<file path="src/rtl/seven_seg_pkg.sv">
`default_nettype none
// ============================================================================
// Module      : seven_seg_pkg
// Description : Shared constants for the seven-segment scanner: hex font,
//               blank pattern and active-low pin polarities.
// Revision    : 1.0 - initial release
// ============================================================================
package seven_seg_pkg;

    localparam logic [6:0] SEG_OFF = 7'h7F;
    localparam logic       AN_ON   = 1'b0;
    localparam logic       AN_OFF  = 1'b1;
    localparam logic       DP_ON   = 1'b0;
    localparam logic       DP_OFF  = 1'b1;

    // Segment order {g,f,e,d,c,b,a}, active-low; entry 0 is the rightmost.
    localparam logic [15:0][6:0] HEX_FONT = {
        7'h0E, 7'h06, 7'h21, 7'h46,   // F E d C
        7'h03, 7'h08, 7'h10, 7'h00,   // b A 9 8
        7'h78, 7'h02, 7'h12, 7'h19,   // 7 6 5 4
        7'h30, 7'h24, 7'h79, 7'h40    // 3 2 1 0
    };

endpackage
`default_nettype wire

</file>
<file path="src/rtl/seven_seg_scanner_if.sv">
`default_nettype none
// ============================================================================
// Module      : seven_seg_scanner_if
// Description : Producer-side and pin-side signal bundle of the scanner.
//               SEVEN_SEG_DIM_EN adds the brightness input.
// Revision    : 1.0 - initial release
// ============================================================================
interface seven_seg_scanner_if #(
    parameter int NUM_DIGITS = 8
);
    logic [4*NUM_DIGITS-1:0] value;
    logic                    load;
    logic [NUM_DIGITS-1:0]   dp_in;
    logic                    blank_lz;
    logic                    enable;
`ifdef SEVEN_SEG_DIM_EN
    logic [3:0]              brightness;
`endif
    logic [6:0]              C;
    logic [NUM_DIGITS-1:0]   AN;
    logic                    DP;
    logic                    frame_done;

`ifdef SEVEN_SEG_DIM_EN
    modport master (output value, load, dp_in, blank_lz, enable, brightness,
                    input  C, AN, DP, frame_done);
    modport slave  (input  value, load, dp_in, blank_lz, enable, brightness,
                    output C, AN, DP, frame_done);
`else
    modport master (output value, load, dp_in, blank_lz, enable,
                    input  C, AN, DP, frame_done);
    modport slave  (input  value, load, dp_in, blank_lz, enable,
                    output C, AN, DP, frame_done);
`endif

endinterface
`default_nettype wire

</file>
<file path="src/rtl/seven_seg_font.sv">
`default_nettype none
// ============================================================================
// Module      : seven_seg_font
// Description : Combinational hex nibble to active-low segment lookup.
// Revision    : 1.0 - initial release
// ============================================================================
module seven_seg_font
    import seven_seg_pkg::*;
(
    input  wire logic [3:0] nibble_i,
    output logic      [6:0] seg_o
);

    always_comb begin
        seg_o = HEX_FONT[nibble_i];
    end

endmodule
`default_nettype wire

</file>
<file path="src/rtl/seven_seg_scanner.sv">
`default_nettype none
// ============================================================================
// Module      : seven_seg_scanner
// Description : Multiplexed N-digit hex display driver with double-buffered
//               loading, leading-zero blanking, anti-ghost guard interval and
//               frame-done strobe. Macro SEVEN_SEG_DIM_EN adds PWM dimming.
// Revision    : 1.0 - initial release
// ============================================================================
module seven_seg_scanner
    import seven_seg_pkg::*;
#(
    parameter int NUM_DIGITS = 8,
    parameter int PRESCALE_W = 14,
    parameter int GUARD      = 4
) (
    input  wire logic            clk,
    input  wire logic            rst,
    seven_seg_scanner_if.slave   bus
);

    localparam int IDX_W = $clog2(NUM_DIGITS);
    localparam int VAL_W = 4 * NUM_DIGITS;

    logic [PRESCALE_W-1:0] cnt_q, cnt_d;
    logic [IDX_W-1:0]      idx_q, idx_d;
    logic [VAL_W-1:0]      act_val_q, act_val_d;
    logic [NUM_DIGITS-1:0] act_dp_q, act_dp_d;
    logic [VAL_W-1:0]      pend_val_q, pend_val_d;
    logic [NUM_DIGITS-1:0] pend_dp_q, pend_dp_d;
    logic                  pend_valid_q, pend_valid_d;
    logic [NUM_DIGITS-1:0] an_q, an_d;
    logic [6:0]            c_q, c_d;
    logic                  dp_q, dp_d;
    logic                  fd_q, fd_d;

    logic                  w_tc;
    logic                  w_last;
    logic                  w_boundary;
    logic [3:0]            w_nib;
    logic [6:0]            w_seg;
    logic                  w_dp_lit;
    logic                  w_blank;
    logic                  w_duty;
    logic                  w_show;
    logic                  w_zrun;
    logic [NUM_DIGITS-1:0] w_lz_mask;

    assign w_tc       = &cnt_q;
    assign w_last     = (idx_q == IDX_W'(NUM_DIGITS - 1));
    assign w_boundary = bus.enable & w_tc & w_last;

    // Scan position: prescaler and digit index both freeze while disabled.
    always_comb begin
        cnt_d = cnt_q;
        idx_d = idx_q;
        if (bus.enable) begin
            cnt_d = cnt_q + PRESCALE_W'(1);
            if (w_tc) begin
                idx_d = w_last ? '0 : idx_q + IDX_W'(1);
            end
        end
    end

    // Double buffer: a load landing exactly on the boundary skips pending.
    always_comb begin
        act_val_d    = act_val_q;
        act_dp_d     = act_dp_q;
        pend_val_d   = pend_val_q;
        pend_dp_d    = pend_dp_q;
        pend_valid_d = pend_valid_q;
        if (w_boundary && pend_valid_q) begin
            act_val_d    = pend_val_q;
            act_dp_d     = pend_dp_q;
            pend_valid_d = 1'b0;
        end
        if (bus.load) begin
            if (w_boundary) begin
                act_val_d    = bus.value;
                act_dp_d     = bus.dp_in;
                pend_valid_d = 1'b0;
            end else begin
                pend_val_d   = bus.value;
                pend_dp_d    = bus.dp_in;
                pend_valid_d = 1'b1;
            end
        end
    end

    // Digit i is a leading zero when it and every digit above it are zero.
    always_comb begin
        w_zrun    = 1'b1;
        w_lz_mask = '0;
        for (int i = NUM_DIGITS - 1; i >= 0; i--) begin
            w_zrun       = w_zrun & (act_val_q[4*i +: 4] == 4'h0);
            w_lz_mask[i] = w_zrun & (i != 0);
        end
    end

    assign w_nib    = act_val_q[{idx_q, 2'b00} +: 4];
    assign w_dp_lit = act_dp_q[idx_q];
    assign w_blank  = bus.blank_lz & w_lz_mask[idx_q];

`ifdef SEVEN_SEG_DIM_EN
    assign w_duty = (cnt_q[3:0] < bus.brightness);
`else
    assign w_duty = 1'b1;
`endif

    assign w_show = bus.enable & (cnt_q >= PRESCALE_W'(GUARD)) & w_duty;

    seven_seg_font u_font (
        .nibble_i (w_nib),
        .seg_o    (w_seg)
    );

    always_comb begin
        an_d = {NUM_DIGITS{AN_OFF}};
        c_d  = SEG_OFF;
        dp_d = DP_OFF;
        fd_d = w_boundary;
        if (w_show) begin
            dp_d = w_dp_lit ? DP_ON : DP_OFF;
            if (!w_blank) begin
                an_d[idx_q] = AN_ON;
                c_d         = w_seg;
            end else if (w_dp_lit) begin
                // Blanked digit still lights its anode to carry the point.
                an_d[idx_q] = AN_ON;
            end
        end
    end

    always_ff @(posedge clk) begin
        if (rst) begin
            cnt_q        <= '0;
            idx_q        <= '0;
            act_val_q    <= '0;
            act_dp_q     <= '0;
            pend_val_q   <= '0;
            pend_dp_q    <= '0;
            pend_valid_q <= 1'b0;
            an_q         <= {NUM_DIGITS{AN_OFF}};
            c_q          <= SEG_OFF;
            dp_q         <= DP_OFF;
            fd_q         <= 1'b0;
        end else begin
            cnt_q        <= cnt_d;
            idx_q        <= idx_d;
            act_val_q    <= act_val_d;
            act_dp_q     <= act_dp_d;
            pend_val_q   <= pend_val_d;
            pend_dp_q    <= pend_dp_d;
            pend_valid_q <= pend_valid_d;
            an_q         <= an_d;
            c_q          <= c_d;
            dp_q         <= dp_d;
            fd_q         <= fd_d;
        end
    end

    assign bus.AN         = an_q;
    assign bus.C          = c_q;
    assign bus.DP         = dp_q;
    assign bus.frame_done = fd_q;

endmodule
`default_nettype wire

</file>
<file path="src/flat_wrapper.sv">
// flat-port wrapper written by rule: the top's interface ports become plain ports
module seven_seg_scanner_flat import seven_seg_pkg::*;
#(
    parameter int NUM_DIGITS = 8,
    parameter int PRESCALE_W = 14,
    parameter int GUARD      = 4
)
  (clk, rst, bus_value, bus_load, bus_dp_in, bus_blank_lz, bus_enable, bus_C, bus_AN, bus_DP, bus_frame_done);
  seven_seg_scanner_if #(.NUM_DIGITS(NUM_DIGITS)) bus_i ();
  input  wire logic clk;
  input  wire logic rst;
  input wire logic [$bits(bus_i.value)-1:0] bus_value;
  input wire logic [$bits(bus_i.load)-1:0] bus_load;
  input wire logic [$bits(bus_i.dp_in)-1:0] bus_dp_in;
  input wire logic [$bits(bus_i.blank_lz)-1:0] bus_blank_lz;
  input wire logic [$bits(bus_i.enable)-1:0] bus_enable;
  output wire logic [$bits(bus_i.C)-1:0] bus_C;
  output wire logic [$bits(bus_i.AN)-1:0] bus_AN;
  output wire logic [$bits(bus_i.DP)-1:0] bus_DP;
  output wire logic [$bits(bus_i.frame_done)-1:0] bus_frame_done;
  assign bus_i.value = bus_value;
  assign bus_i.load = bus_load;
  assign bus_i.dp_in = bus_dp_in;
  assign bus_i.blank_lz = bus_blank_lz;
  assign bus_i.enable = bus_enable;
  assign bus_C = bus_i.C;
  assign bus_AN = bus_i.AN;
  assign bus_DP = bus_i.DP;
  assign bus_frame_done = bus_i.frame_done;
  seven_seg_scanner #(.NUM_DIGITS(NUM_DIGITS), .PRESCALE_W(PRESCALE_W), .GUARD(GUARD)) u_core (.clk(clk), .rst(rst), .bus(bus_i));
endmodule
</file>
<file path="config.mk">
export PLATFORM = sky130hd
export DESIGN_NAME = seven_seg_scanner_flat
export DESIGN_NICKNAME = d
export VERILOG_FILES = /design/src/rtl/seven_seg_pkg.sv /design/src/rtl/seven_seg_scanner_if.sv /design/src/rtl/seven_seg_font.sv /design/src/rtl/seven_seg_scanner.sv /design/src/flat_wrapper.sv
export SDC_FILE = /design/constraint.sdc
export NUM_CORES = 1
export LEC_CHECK = 0
export CAP_MARGIN = 25
export CORE_MARGIN = 2
export CORE_UTILIZATION = 66
export DETAILED_ROUTE_END_ITERATION = 12
export DONT_BUFFER_PORTS = 1
export HOLD_SLACK_MARGIN = 0.03
export PLACE_DENSITY = 0.82
export RECOVER_POWER = 50
export SLEW_MARGIN = 30
export SYNTH_ARGS = -nofsm -noshare
export SYNTH_HDL_FRONTEND = slang
export SYNTH_SLANG_ARGS = --single-unit
export TNS_END_PERCENT = 50
</file>
<file path="constraint.sdc">
create_clock -name clk -period 4.11 [get_ports clk]
set_input_delay 0.6165 -clock clk [delete_from_list [all_inputs] [get_ports clk]]
set_output_delay 0.6165 -clock clk [all_outputs]
set_load 0.02 [all_outputs]
</file>
==> impl_results.md <==
* Status: completed
* Avg WL per Cell at 17.11 microns
* Storage cell area at 0.002303 sq mm
* Diode count at 0
* Crit path kind: reg2reg
* Fin util at 0.7370
* Crit. Startpoint: u_core.idx_q[0]
* Synthesized area at 0.005590 sq mm
* Worst EP required at 4500 ps
* CTS tree: done
* Register bit total from synthesis at 115
* Drt via density at 6.295
* Final setup fails at 0
* Fraction of registers with async set or reset after synthesis at 0
* H-tree lvl count at 4
* Clock net sink count at 115
* # Max-Cap Violations at 0
* Worst-path clk slew at 50 ps
* Syn nets at 765
* Pwr Total at 2.556 mW
* Most frequent cells in the layout: a21oi_1 (128), dfxtp_1 (114), nor2_1 (105)
* Die H at 96.04 microns
* Post-synth EDFFs at 0
* Yosys warns at 0
* Initial DRC count at 469
* Slew @ Worst Pin at 981.3 ps
* Placed instance area at 0.005568 sq mm
* Register area share after synthesis at 0.4118
* Multi-input gate area at 0.002854 sq mm
* Clock Latency Late Sink at 520 ps
* # port buffers at 0
* DP HPWL at 8629 microns
* Hold Buf Count CTS at 0
* Worst-path maximum fanout at 84
* Post-CTS setup buffers at 0
* Worst setup EP type: flip-flop
* Routed wire length at 13580 microns
* Vias in the first global route at 4598
* Fmax at 0.3429 GHz
* Fin crit period at 2917 ps
* Place WS at 1463 ps
* Area Overhead vs Synth at 8.326%
* Pins Over Slew Limit at 0
* GRT overflow at 0
* Worst Setup Slack, final at 1193 ps
* Headroom to the max-slew limit at 0.3414
* Layout net count at 735
* Power density cells at 422.1 mW/mm^2
* Leak at 2.316 nW
* DR pass1 iterations at 5
* Cts bufs inserted at 17
* Post-CTS sizing at 0
* Total number of vias at 4998
* Worst R2R Path Depth at 8
* CP endpoint: u_core.pend_val_q[7]
* Post-route DRC at 0
* Clock Skew at 11.39 ps
* Reg-to-reg endpoint: u_core.pend_val_q[7]
* Antenna-violating nets left at 0
* Yosys cell types at 48
* Core area at 0.008217 sq mm
* Die area at 0.009223 sq mm
* CP startpoint kind: flip-flop
* Gr usage total at 0.3084
* CTS Root Cell: clkbuf_8
* Hold Crit Class: in2reg
* Largest net degree at the start of global routing at 101
* Die X at 96.04 microns
* Worst EP arrival at 3310 ps
* Tcrit/Tclk final at 0.7096
* I/O pin count at 62
* FILL cells at 613
* Unrepaired setup endpoints after global routing: false
* Initial antenna violation count at 0
* Commonest non-fill, non-tap cell in the layout: a21oi_1
* Most common flop cell mapped by yosys: dfxtp_1
* Hold Vio Cnt, Final at 0
* Share of cells above drive strength 1 at 0.1292
* Core Rows at 33
* Worst R2R Start: u_core.idx_q[0]
* Final Cell Area at 0.006056 sq mm
* Longest Clk Path Bufs at 2
* Setup tns final at 0 ps
* First-pass GRT wire length at 22200 microns
* Avg Inst Size Synth at 7.874 sq um
* FF-to-FF setup slack at 1190 ps
* Initial core utilization at 0.6804
* Max VDD drop at 0.2306 mV
* Cells after Synth at 710
* Final Wtd Congestion at 0.8578
-- per-stage QoR --
stage	std cells	hold WS, ps
after floorplan	710	436.7
after global placement	766	435.7
after detailed placement	766	441.2
after CTS	794	149.7
after global routing	794	142.2
final	794	166.1
-- worst max-delay path: stages, from the launching register on --
cell,delay [ps]
dfxtp_1,790
ha_1,260
ha_1,180
nand4_1,150
buf_12,250
and2_0,190
clkbuf_2,540
nand2_1,270
a21oi_1,90
-- cell usage after synthesis, types with 2 or more instances --
library cell,number,share of area
nand4b_1,2,0.0031
nand3_1,4,0.0036
dfxtp_1,115,0.41
buf_1,6,0.0040
o21ai_0,9,0.0081
a31oi_1,2,0.0022
o221a_2,40,0.081
mux2i_1,4,0.0072
nor2b_1,7,0.0078
a21oi_1,128,0.11
inv_1,49,0.033
nand2b_1,2,0.0022
clkbuf_1,46,0.031
nor3_1,2,0.0018
mux4_2,6,0.024
buf_4,2,0.0027
nand2_1,102,0.068
nor2_1,105,0.071
nor4_1,6,0.0067
or4_1,4,0.0054
ha_1,10,0.022
mux2_2,4,0.0081
xor2_1,9,0.014
xnor2_1,3,0.0047
a221o_1,3,0.0054
or3b_2,2,0.0031
and3_1,2,0.0022
nand4_1,11,0.012
or3_1,5,0.0056
buf_2,2,0.0018
-- power breakdown --
part	switching (mW)	leakage (nW)	internal, mW	total [mW]
sequential	0.0229	0.935	1.14	1.16
combinational	0.0533	1.12	0.0337	0.0870
clock	0.476	0.258	0.829	1.31
-- metal layers --
| metal | track usage | up-vias | wire (microns) |
|---|---|---|---|
| met5 | 0 | - | 0 |
| met4 | 0.1107 | 0 | 274 |
| met3 | 0.1026 | 33 | 1091 |
| met2 | 0.4722 | 219 | 6367 |
| met1 | 0.4059 | 2362 | 5851 |
| li1 | - | 2384 | - |
-- state kept, by name, indices dropped and copies added (netlist names) --
signal / flops
u_core.pend_valid_q: 1
u_core.cnt_q: 14
u_core.bus.AN: 8
u_core.act_val_q: 32
u_core.pend_dp_q: 8
u_core.idx_q: 3
u_core.pend_val_q: 32
u_core.bus.C: 7
u_core.act_dp_q: 8
u_core.bus.frame_done: 1
u_core.bus.DP: 1
-- how the worst min path moves through the flow --
stage	from	end	slack, ps	depth (start not counted)
3_3_place_gp	u_core.pend_val_q[27]	u_core.pend_val_q[27]	440	2
2_1_floorplan	u_core.pend_dp_q[0]	u_core.pend_dp_q[0]	440	2
5_1_grt	rst	u_core.idx_q[2]	140	1
3_5_place_dp	u_core.pend_val_q[28]	u_core.pend_val_q[28]	440	2
4_1_cts	rst	u_core.pend_dp_q[4]	150	1
6_report	rst	u_core.bus.frame_done	170	1
-- logic make-up (layout without fill, tap and decap cells) --
family | count (synthesis) | after routing | synth area share
simple gates | 260 | 260 | 0.2032
compound gates | 194 | 194 | 0.2321
flops | 115 | 115 | 0.4118
buf+inv | 105 | 84 | 0.07229
mux | 14 | 14 | 0.03939
xor+xnor | 12 | 12 | 0.01880
fa+ha+maj | 10 | 10 | 0.02238
-- layout make-up --
cell class / count / area share
timing repair buffer: 7 / 0.01033
sequential: 115 / 0.3804
clock buffer: 22 / 0.07645
tap: 105 / 0.02169
clock inverter: 6 / 0.009504
multi-input combinational: 490 / 0.4713
inverter: 49 / 0.03037
No activity file was read; power rests on OpenSTA's default activity.
